**config.mk**
```make
export PLATFORM = sky130hd
export DESIGN_NAME = subpel_block_sequencer_flat
export DESIGN_NICKNAME = d
export VERILOG_FILES = /design/src/rtl/subpel_block_sequencer_pkg.sv /design/src/rtl/subpel_block_sequencer_if.sv /design/src/rtl/subpel_block_sequencer_addr_gen.sv /design/src/rtl/subpel_block_sequencer.sv /design/src/flat_wrapper.sv
export SDC_FILE = /design/constraint.sdc
export NUM_CORES = 1
export LEC_CHECK = 0
export CAP_MARGIN = 20
export CORE_MARGIN = 2
export CORE_UTILIZATION = 34
export DETAILED_ROUTE_END_ITERATION = 10
export PLACE_DENSITY = 0.69
export SYNTH_ARGS = -nofsm -noshare
export SYNTH_HDL_FRONTEND = slang
export SYNTH_SLANG_ARGS = --single-unit
```
**constraint.sdc**
```tcl
create_clock -name clk -period 3.42 [get_ports clk]
set_clock_uncertainty 0.15 [all_clocks]
set_input_delay 0.342 -clock clk [delete_from_list [all_inputs] [get_ports clk]]
set_output_delay 0.342 -clock clk [all_outputs]
set_load 0.01 [all_outputs]
```
**src/rtl/subpel_block_sequencer_pkg.sv**
```systemverilog
// Shared constants and FSM state encoding for the sub-pel block sequencer.
package subpel_pkg;

  localparam int unsigned BLK     = 8;   // block edge in pixels
  localparam int unsigned ROWS    = 15;  // BLK + 7 filter-tap rows
  localparam int unsigned PAD_PRE = 3;   // rows/columns fetched before the block
  localparam int unsigned PIX_W   = 8;

  typedef enum logic [1:0] {
    IDLE      = 2'd0,
    FETCH     = 2'd1,
    WAIT_CORE = 2'd2,
    OUTPUT    = 2'd3
  } state_e;

endpackage

```
**src/rtl/subpel_block_sequencer_if.sv**
```systemverilog
// Reference-memory row-read port: request with address, ack with a packed pixel row.
interface subpel_block_sequencer_if #(
  parameter int unsigned DATA_W = 120
);

  logic              mem_req;
  logic [7:0]        mem_row;
  logic [8:0]        mem_col;
  logic              mem_ack;
  logic [DATA_W-1:0] mem_data;

  modport master (
    output mem_req,
    output mem_row,
    output mem_col,
    input  mem_ack,
    input  mem_data
  );

  modport slave (
    input  mem_req,
    input  mem_row,
    input  mem_col,
    output mem_ack,
    output mem_data
  );

endinterface

```
**src/rtl/subpel_block_sequencer_addr_gen.sv**
```systemverilog
// Row/column address generation: vertical clamp to the frame, signed column base.
module subpel_addr_gen #(
  parameter int unsigned BLK     = 8,
  parameter int unsigned PAD_PRE = 3
) (
  input  logic [3:0] blk_x,
  input  logic [3:0] blk_y,
  input  logic [3:0] row_idx,
  input  logic [3:0] frame_h_blk,
  output logic [7:0] mem_row,
  output logic [8:0] mem_col
);

  logic signed [8:0] row_s;
  logic signed [8:0] max_s;

  // Arithmetic wraps modulo 2^9, so the truncating casts yield the signed 9-bit result.
  always_comb begin
    row_s   = 9'(int'(blk_y) * BLK + int'(row_idx) - PAD_PRE);
    max_s   = 9'(int'(frame_h_blk) * BLK - 1);
    mem_col = 9'(int'(blk_x) * BLK - PAD_PRE);
    if (row_s < 9'sd0) begin
      mem_row = '0;
    end else if (row_s > max_s) begin
      mem_row = max_s[7:0];
    end else begin
      mem_row = row_s[7:0];
    end
  end

endmodule

```
**src/rtl/subpel_block_sequencer.sv**
```systemverilog
// Walks a frame block by block in raster order, fetching ROWS reference rows per
// block, handing them to the interpolation core and presenting each finished block.
module subpel_block_sequencer #(
  parameter int unsigned BLK     = 8,
  parameter int unsigned ROWS    = 15,
  parameter int unsigned PAD_PRE = 3
) (
  input  logic                   clk,
  input  logic                   rst,
  input  logic                   start,
  input  logic [3:0]             frame_w_blk,
  input  logic [3:0]             frame_h_blk,
  output logic                   busy,
  output logic                   done,
  subpel_block_sequencer_if.master mem,
  output logic                   core_start,
  output logic [ROWS*8-1:0]      core_row,
  output logic                   core_row_vld,
  output logic [3:0]             core_row_idx,
  input  logic                   core_done,
  output logic [3:0]             blk_x,
  output logic [3:0]             blk_y,
  output logic                   blk_vld,
  input  logic                   blk_ack
);

  import subpel_pkg::*;

  state_e            state_q, state_d;
  logic [3:0]        w_q, w_d;
  logic [3:0]        h_q, h_d;
  logic [3:0]        blk_x_q, blk_x_d;
  logic [3:0]        blk_y_q, blk_y_d;
  logic [3:0]        r_q, r_d;
  logic              mem_req_q, mem_req_d;
  logic              core_start_q, core_start_d;
  logic [ROWS*8-1:0] core_row_q, core_row_d;
  logic              core_row_vld_q, core_row_vld_d;
  logic [3:0]        core_row_idx_q, core_row_idx_d;
  logic              blk_vld_q, blk_vld_d;
  logic              done_q, done_d;

  logic [7:0]        row_ag;
  logic [8:0]        col_ag;
  logic              last_blk;

  subpel_addr_gen #(
    .BLK     (BLK),
    .PAD_PRE (PAD_PRE)
  ) u_addr_gen (
    .blk_x       (blk_x_q),
    .blk_y       (blk_y_q),
    .row_idx     (r_q),
    .frame_h_blk (h_q),
    .mem_row     (row_ag),
    .mem_col     (col_ag)
  );

  assign last_blk = (blk_x_q == w_q - 4'd1) && (blk_y_q == h_q - 4'd1);

  always_comb begin
    state_d        = state_q;
    w_d            = w_q;
    h_d            = h_q;
    blk_x_d        = blk_x_q;
    blk_y_d        = blk_y_q;
    r_d            = r_q;
    mem_req_d      = 1'b0;
    core_start_d   = 1'b0;
    core_row_d     = core_row_q;
    core_row_vld_d = 1'b0;
    core_row_idx_d = core_row_idx_q;
    blk_vld_d      = blk_vld_q;
    done_d         = 1'b0;

    unique case (state_q)
      IDLE: begin
        if (start) begin
          if (frame_w_blk != 4'd0 && frame_h_blk != 4'd0) begin
            w_d          = frame_w_blk;
            h_d          = frame_h_blk;
            blk_x_d      = '0;
            blk_y_d      = '0;
            r_d          = '0;
            core_start_d = 1'b1;
            mem_req_d    = 1'b1;
            state_d      = FETCH;
          end else begin
            done_d = 1'b1;
          end
        end
      end

      // The request drops for the cycle after each accepted row.
      FETCH: begin
        mem_req_d = 1'b1;
        if (mem_req_q && mem.mem_ack) begin
          mem_req_d      = 1'b0;
          core_row_d     = mem.mem_data;
          core_row_vld_d = 1'b1;
          core_row_idx_d = r_q;
          if (r_q == 4'(ROWS - 1)) begin
            r_d     = '0;
            state_d = WAIT_CORE;
          end else begin
            r_d = r_q + 4'd1;
          end
        end
      end

      WAIT_CORE: begin
        if (core_done) begin
          blk_vld_d = 1'b1;
          state_d   = OUTPUT;
        end
      end

      OUTPUT: begin
        if (blk_ack) begin
          blk_vld_d = 1'b0;
          if (last_blk) begin
            done_d  = 1'b1;
            state_d = IDLE;
          end else begin
            if (blk_x_q == w_q - 4'd1) begin
              blk_x_d = '0;
              blk_y_d = blk_y_q + 4'd1;
            end else begin
              blk_x_d = blk_x_q + 4'd1;
            end
            core_start_d = 1'b1;
            mem_req_d    = 1'b1;
            state_d      = FETCH;
          end
        end
      end

      default: state_d = IDLE;
    endcase
  end

  always_ff @(posedge clk) begin
    if (rst) begin
      state_q        <= IDLE;
      w_q            <= '0;
      h_q            <= '0;
      blk_x_q        <= '0;
      blk_y_q        <= '0;
      r_q            <= '0;
      mem_req_q      <= 1'b0;
      core_start_q   <= 1'b0;
      core_row_q     <= '0;
      core_row_vld_q <= 1'b0;
      core_row_idx_q <= '0;
      blk_vld_q      <= 1'b0;
      done_q         <= 1'b0;
    end else begin
      state_q        <= state_d;
      w_q            <= w_d;
      h_q            <= h_d;
      blk_x_q        <= blk_x_d;
      blk_y_q        <= blk_y_d;
      r_q            <= r_d;
      mem_req_q      <= mem_req_d;
      core_start_q   <= core_start_d;
      core_row_q     <= core_row_d;
      core_row_vld_q <= core_row_vld_d;
      core_row_idx_q <= core_row_idx_d;
      blk_vld_q      <= blk_vld_d;
      done_q         <= done_d;
    end
  end

  // Addresses are only driven while fetching so the idle bus reads as zero.
  assign mem.mem_req   = mem_req_q;
  assign mem.mem_row   = (state_q == FETCH) ? row_ag : '0;
  assign mem.mem_col   = (state_q == FETCH) ? col_ag : '0;

  assign busy         = (state_q != IDLE);
  assign done         = done_q;
  assign core_start   = core_start_q;
  assign core_row     = core_row_q;
  assign core_row_vld = core_row_vld_q;
  assign core_row_idx = core_row_idx_q;
  assign blk_x        = blk_x_q;
  assign blk_y        = blk_y_q;
  assign blk_vld      = blk_vld_q;

endmodule

```
**src/flat_wrapper.sv**
```systemverilog
// flat-port wrapper written by rule: the top's interface ports become plain ports
module subpel_block_sequencer_flat import subpel_pkg::*;
#(
  parameter int unsigned BLK     = 8,
  parameter int unsigned ROWS    = 15,
  parameter int unsigned PAD_PRE = 3
)
  (clk, rst, start, frame_w_blk, frame_h_blk, busy, done, core_start, core_row, core_row_vld, core_row_idx, core_done, blk_x, blk_y, blk_vld, blk_ack, mem_mem_req, mem_mem_row, mem_mem_col, mem_mem_ack, mem_mem_data);
  subpel_block_sequencer_if #(.DATA_W(120)) mem_i ();
  input  logic clk;
  input  logic rst;
  input  logic start;
  input  logic [3:0] frame_w_blk;
  input  logic [3:0] frame_h_blk;
  output logic busy;
  output logic done;
  output logic core_start;
  output logic [ROWS*8-1:0] core_row;
  output logic core_row_vld;
  output logic [3:0] core_row_idx;
  input  logic core_done;
  output logic [3:0] blk_x;
  output logic [3:0] blk_y;
  output logic blk_vld;
  input  logic blk_ack;
  output wire logic [$bits(mem_i.mem_req)-1:0] mem_mem_req;
  output wire logic [$bits(mem_i.mem_row)-1:0] mem_mem_row;
  output wire logic [$bits(mem_i.mem_col)-1:0] mem_mem_col;
  input wire logic [$bits(mem_i.mem_ack)-1:0] mem_mem_ack;
  input wire logic [$bits(mem_i.mem_data)-1:0] mem_mem_data;
  assign mem_mem_req = mem_i.mem_req;
  assign mem_mem_row = mem_i.mem_row;
  assign mem_mem_col = mem_i.mem_col;
  assign mem_i.mem_ack = mem_mem_ack;
  assign mem_i.mem_data = mem_mem_data;
  subpel_block_sequencer #(.BLK(BLK), .ROWS(ROWS), .PAD_PRE(PAD_PRE)) u_core (.clk(clk), .rst(rst), .start(start), .frame_w_blk(frame_w_blk), .frame_h_blk(frame_h_blk), .busy(busy), .done(done), .mem(mem_i), .core_start(core_start), .core_row(core_row), .core_row_vld(core_row_vld), .core_row_idx(core_row_idx), .core_done(core_done), .blk_x(blk_x), .blk_y(blk_y), .blk_vld(blk_vld), .blk_ack(blk_ack));
endmodule
```
==> flow_summary.json <==
{
  "run_status": "finished with violations",
  "violations_in_the_final_reports": "setup timing",
  "setup.worst_path.end_class": "output pin",
  "reg2reg_depth": 9,
  "detailedPlace.worstSlack_ps": -552,
  "syn-mean-instance-area_sq_um": 7.96,
  "antenna_cells": 0,
  "drt-vias-per-instance": 4.79,
  "netSwitchingFraction": 0.293,
  "via_count_of_the_first_global_routing_pass": 6087,
  "rrSetupSlack_ps": 860,
  "power_report.internal_total_mw": 4.13,
  "clk-insertion-delay-late_ps": 420,
  "worst-endpoint-arrival_ps": 3440,
  "fp.dieW_microns": 141,
  "design.final.nets": 1267,
  "finalHoldViolCount": 0,
  "place.port_buffers": 287,
  "synth.lib_cells_used.distinct": 55,
  "drt-pass1-iter-count": 6,
  "crit_required_ps": 2930,
  "worst_r2r_startpoint": "u_core.h_q[0]",
  "area_growth_pct": 65.6,
  "ys_ff_latch": 151,
  "htree_levels": 4,
  "total_power_mw": 5.83,
  "period_share": 1.15,
  "rr_endpoint": "u_core.blk_x[2]",
  "clock_path_buffers": 2,
  "antenna_found_initial": 0,
  "netSwitchingPower_mw": 1.71,
  "seq_area_frac_synth": 0.471,
  "die_h_microns": 141,
  "gp_congestion": 0.785,
  "min_path_cells": 2,
  "floorplan.initialDensity": 0.345,
  "clkSinkCount": 151,
  "route.detailed.wl_per_inst_microns": 14.8,
  "sequential_fraction_of_design_power": 0.334,
  "die_area_sq_mm": 0.0200,
  "cp_max_stage_delay_ps": 330,
  "gr-total-overflow": 0,
  "dp_hpwl_microns": 13600,
  "timing.critical_path.slowest_stage_cell": "sky130_fd_sc_hd__dfxtp_2",
  "postSynth.topFlopCell": "sky130_fd_sc_hd__dfxtp_1",
  "min_period_ps": 3930,
  "synthXorXnorAreaFrac": 0.0291,
  "synth_fa_ha_area_frac": 0.0527,
  "cts_inserted_buffers": 17,
  "detailedRoute.firstIterationViolations": 381,
  "worst_hold_startpoint": "rst",
  "post_synth_mux_area_share": 0.0158,
  "final-max-slew-violation-count": 0,
  "cts-root-buf": "sky130_fd_sc_hd__clkbuf_16",
  "yosys_warnings": 0,
  "async_set_reset_flop_share_out_of_synthesis": 0,
  "path_clk_slew_ps": 60,
  "grtUsageTotal": 0.194,
  "rsz0062_at_grt": "yes",
  "max_slew_headroom": 0.532,
  "final_count_of_negative_setup_slack_endpoints": 8,
  "core_region_area_sq_mm": 0.0186,
  "number_of_synthesized_flops_with_an_enable_pin": 0,
  "place_area_sq_mm": 0.00971,
  "fp-row-count": 50,
  "max_cap_violations": 0,
  "synth_simple_gate_area_frac": 0.214,
  "mostFrequentLayoutCells": "278 x sky130_fd_sc_hd__clkdlybuf4s50_1, 261 x sky130_fd_sc_hd__nand2_1, 149 x sky130_fd_sc_hd__dfxtp_1, 138 x sky130_fd_sc_hd__a21oi_1, 40 x sky130_fd_sc_hd__buf_4",
  "vdd_ir_max_uv": 329,
  "finalWorstSetupSlack_ps": -513,
  "timing.critical_path.fanout_max": 4,
  "worst-slew-pin-transition_ps": 696,
  "mostFrequentLayoutCell": "sky130_fd_sc_hd__clkdlybuf4s50_1",
  "clkPwrFrac": 0.371,
  "worst_hold_path_type": "primary input to flop",
  "power-per-cell-area_mw_per_mm2": 549,
  "postLayoutCoreUtil": 0.572,
  "power.static_leakage_nw": 3.83,
  "grt_first_pass_wirelength_microns": 31100,
  "synth-compound-area-share": 0.165,
  "route.final.wire_length_microns": 20000,
  "achievable-frequency_ghz": 0.254,
  "post_synthesis_cells": 806,
  "post-route-cell-area_sq_mm": 0.0106,
  "floorplan.io_pins": 289,
  "tritoncts_clock_tree": "built",
  "path_class": "flop to output pin",
  "critical_path.cell_chain": "inv_2, ha_4, inv_4, ha_4, a21oi_4, o21bai_4, a21oi_2, xor2_2, ha_1, a21oi_2, o21ai_2, a2111oi_4, buf_4, buf_4, o211ai_1, o31ai_2, buf_2",
  "power.share.combinational": 0.295,
  "drtAntennaViolNets": 0,
  "count_of_vias_placed_by_the_detailed_router": 6479,
  "final_layout_size_suffix_gt1_frac": 0.114,
  "largest_net_degree_at_the_start_of_global_routing": 126,
  "syn-num-nets": 967,
  "syn_area_sq_mm": 0.00641,
  "remaining_drc_errors": 0,
  "holdPathEnd": "u_core.state_q[1]",
  "critPathLaunchType": "flop",
  "combinational_family_with_the_most_area_after_synthesis": "simple AND/OR/NAND/NOR gates"
}
-- logic make-up (layout without fill, tap and decap cells) --
logic type,Yosys count,count (layout)
muxes,10,10
xor gates and xnor gates,18,18
adders and majority gates,27,27
AOI/OAI and AO/OA,186,186
and+or+nand+nor,331,331
DFF,151,151
buffers and inverters,82,395
other,1,1
-- routing by layer --
layer,global-route usage,part of all wire
met4,0.0774,0.025
met2,0.322,0.49
met1,0.232,0.41
met5,0,0
met3,0.0645,0.081
-- how the worst max path moves through the flow --
stage / start / endpoint / slack, ps / cells past startpoint
after floorplan: u_core.blk_y[0] / mem_mem_row[3] / 40 / 15
after global placement: u_core.r_q[3] / mem_mem_row[2] / -490 / 15
after detailed placement: u_core.r_q[3] / mem_mem_row[2] / -550 / 15
after CTS: u_core.blk_y[0] / mem_mem_row[3] / -490 / 17
after global routing: u_core.r_q[3] / mem_mem_row[4] / -690 / 17
final: u_core.blk_y[0] / mem_mem_row[3] / -510 / 17
-- Yosys cell counts (all sizes together) (2+ instances only) --
cell     count  area, sq um
nand3        5         25.0
or4          3         22.5
o31ai        6         50.1
nor2        24         90.1
nand2      261          980
mux2i        9         90.1
o21a         3         22.5
nor3        13         70.1
xor2         6         52.6
a21o         2         15.0
nor4b        2         23.8
clkbuf      44          165
a21oi      141          706
nor2b        4         25.0
dfxtp      151         3020
a31oi        3         18.8
and3         3         18.8
ha          27          338
inv         28          105
xnor2       10         87.6
buf         10         58.8
o21ai       10         50.0
a211oi       5         42.5
o211ai       7         52.6
nand4        2         12.5
a2111oi      2         42.5
nand2b       3         18.8
nor4         3         18.8
and2         2         12.5
a31o         2         17.5
-- state kept, by name, summed over array words and instances, names as in the netlist --
| signal | count |
|---|---|
| u_core.h_q | 4 |
| u_core.core_start | 1 |
| u_core.blk_vld | 1 |
| u_core.w_q | 4 |
| u_core.state_q | 2 |
| u_core.r_q | 4 |
| u_core.blk_x | 4 |
| u_core.core_row_vld | 1 |
| u_core.core_row_idx | 4 |
| u_core.core_row | 120 |
| u_core.done | 1 |
| u_core.blk_y | 4 |
| u_core.mem.mem_req | 1 |
-- power by group through the flow --
stage / sequential, mW / combinational (mW) / clock, mW
floorplan: 2.02 / 0.832 / 0
global placement: 1.98 / 1.54 / 0
detailed placement: 1.99 / 1.55 / 0
CTS: 1.95 / 1.65 / 2.21
global route: 1.96 / 1.87 / 2.29
finish: 1.95 / 1.72 / 2.16
-- worst max-delay path, delay by kind of cell, from the launching register on --
family	cells	cell delay, ps
AOI/OAI and AO/OA	8	1220
adders and majority gates	3	710
buffers and inverters	5	560
DFF	1	330
xor gates and xnor gates	1	190
-- layout make-up --
class | instances | area (sq um)
Clock buffer | 19 | 433
Fill cell | 1700 | 7960
Inverter | 28 | 108
Sequential cell | 151 | 3030
Timing Repair Buffer | 335 | 3250
Clock inverter | 13 | 241
Tap cell | 234 | 293
Multi-Input combinational cell | 573 | 3270
-- timing repair --
action,4_1_cts,5_1_grt
hold buffers,0,0
pin swaps,14,5
endpoints found under the setup margin,8,8
buffers inserted,10,6
gates resized for setup,48,17
-- metrics by stage --
| stage | hold WS, ps | cells | TNS, ps |
|---|---|---|---|
| finish | 299 | 1353 | -3910 |
| CTS | 285 | 1347 | -3320 |
| global route | 306 | 1353 | -5270 |
| detailed placement | 296 | 1305 | -4220 |
| global placement | 291 | 1305 | -3780 |
| floorplan | 312 | 806 | 0 |
Power figures use the tool's default switching activity.
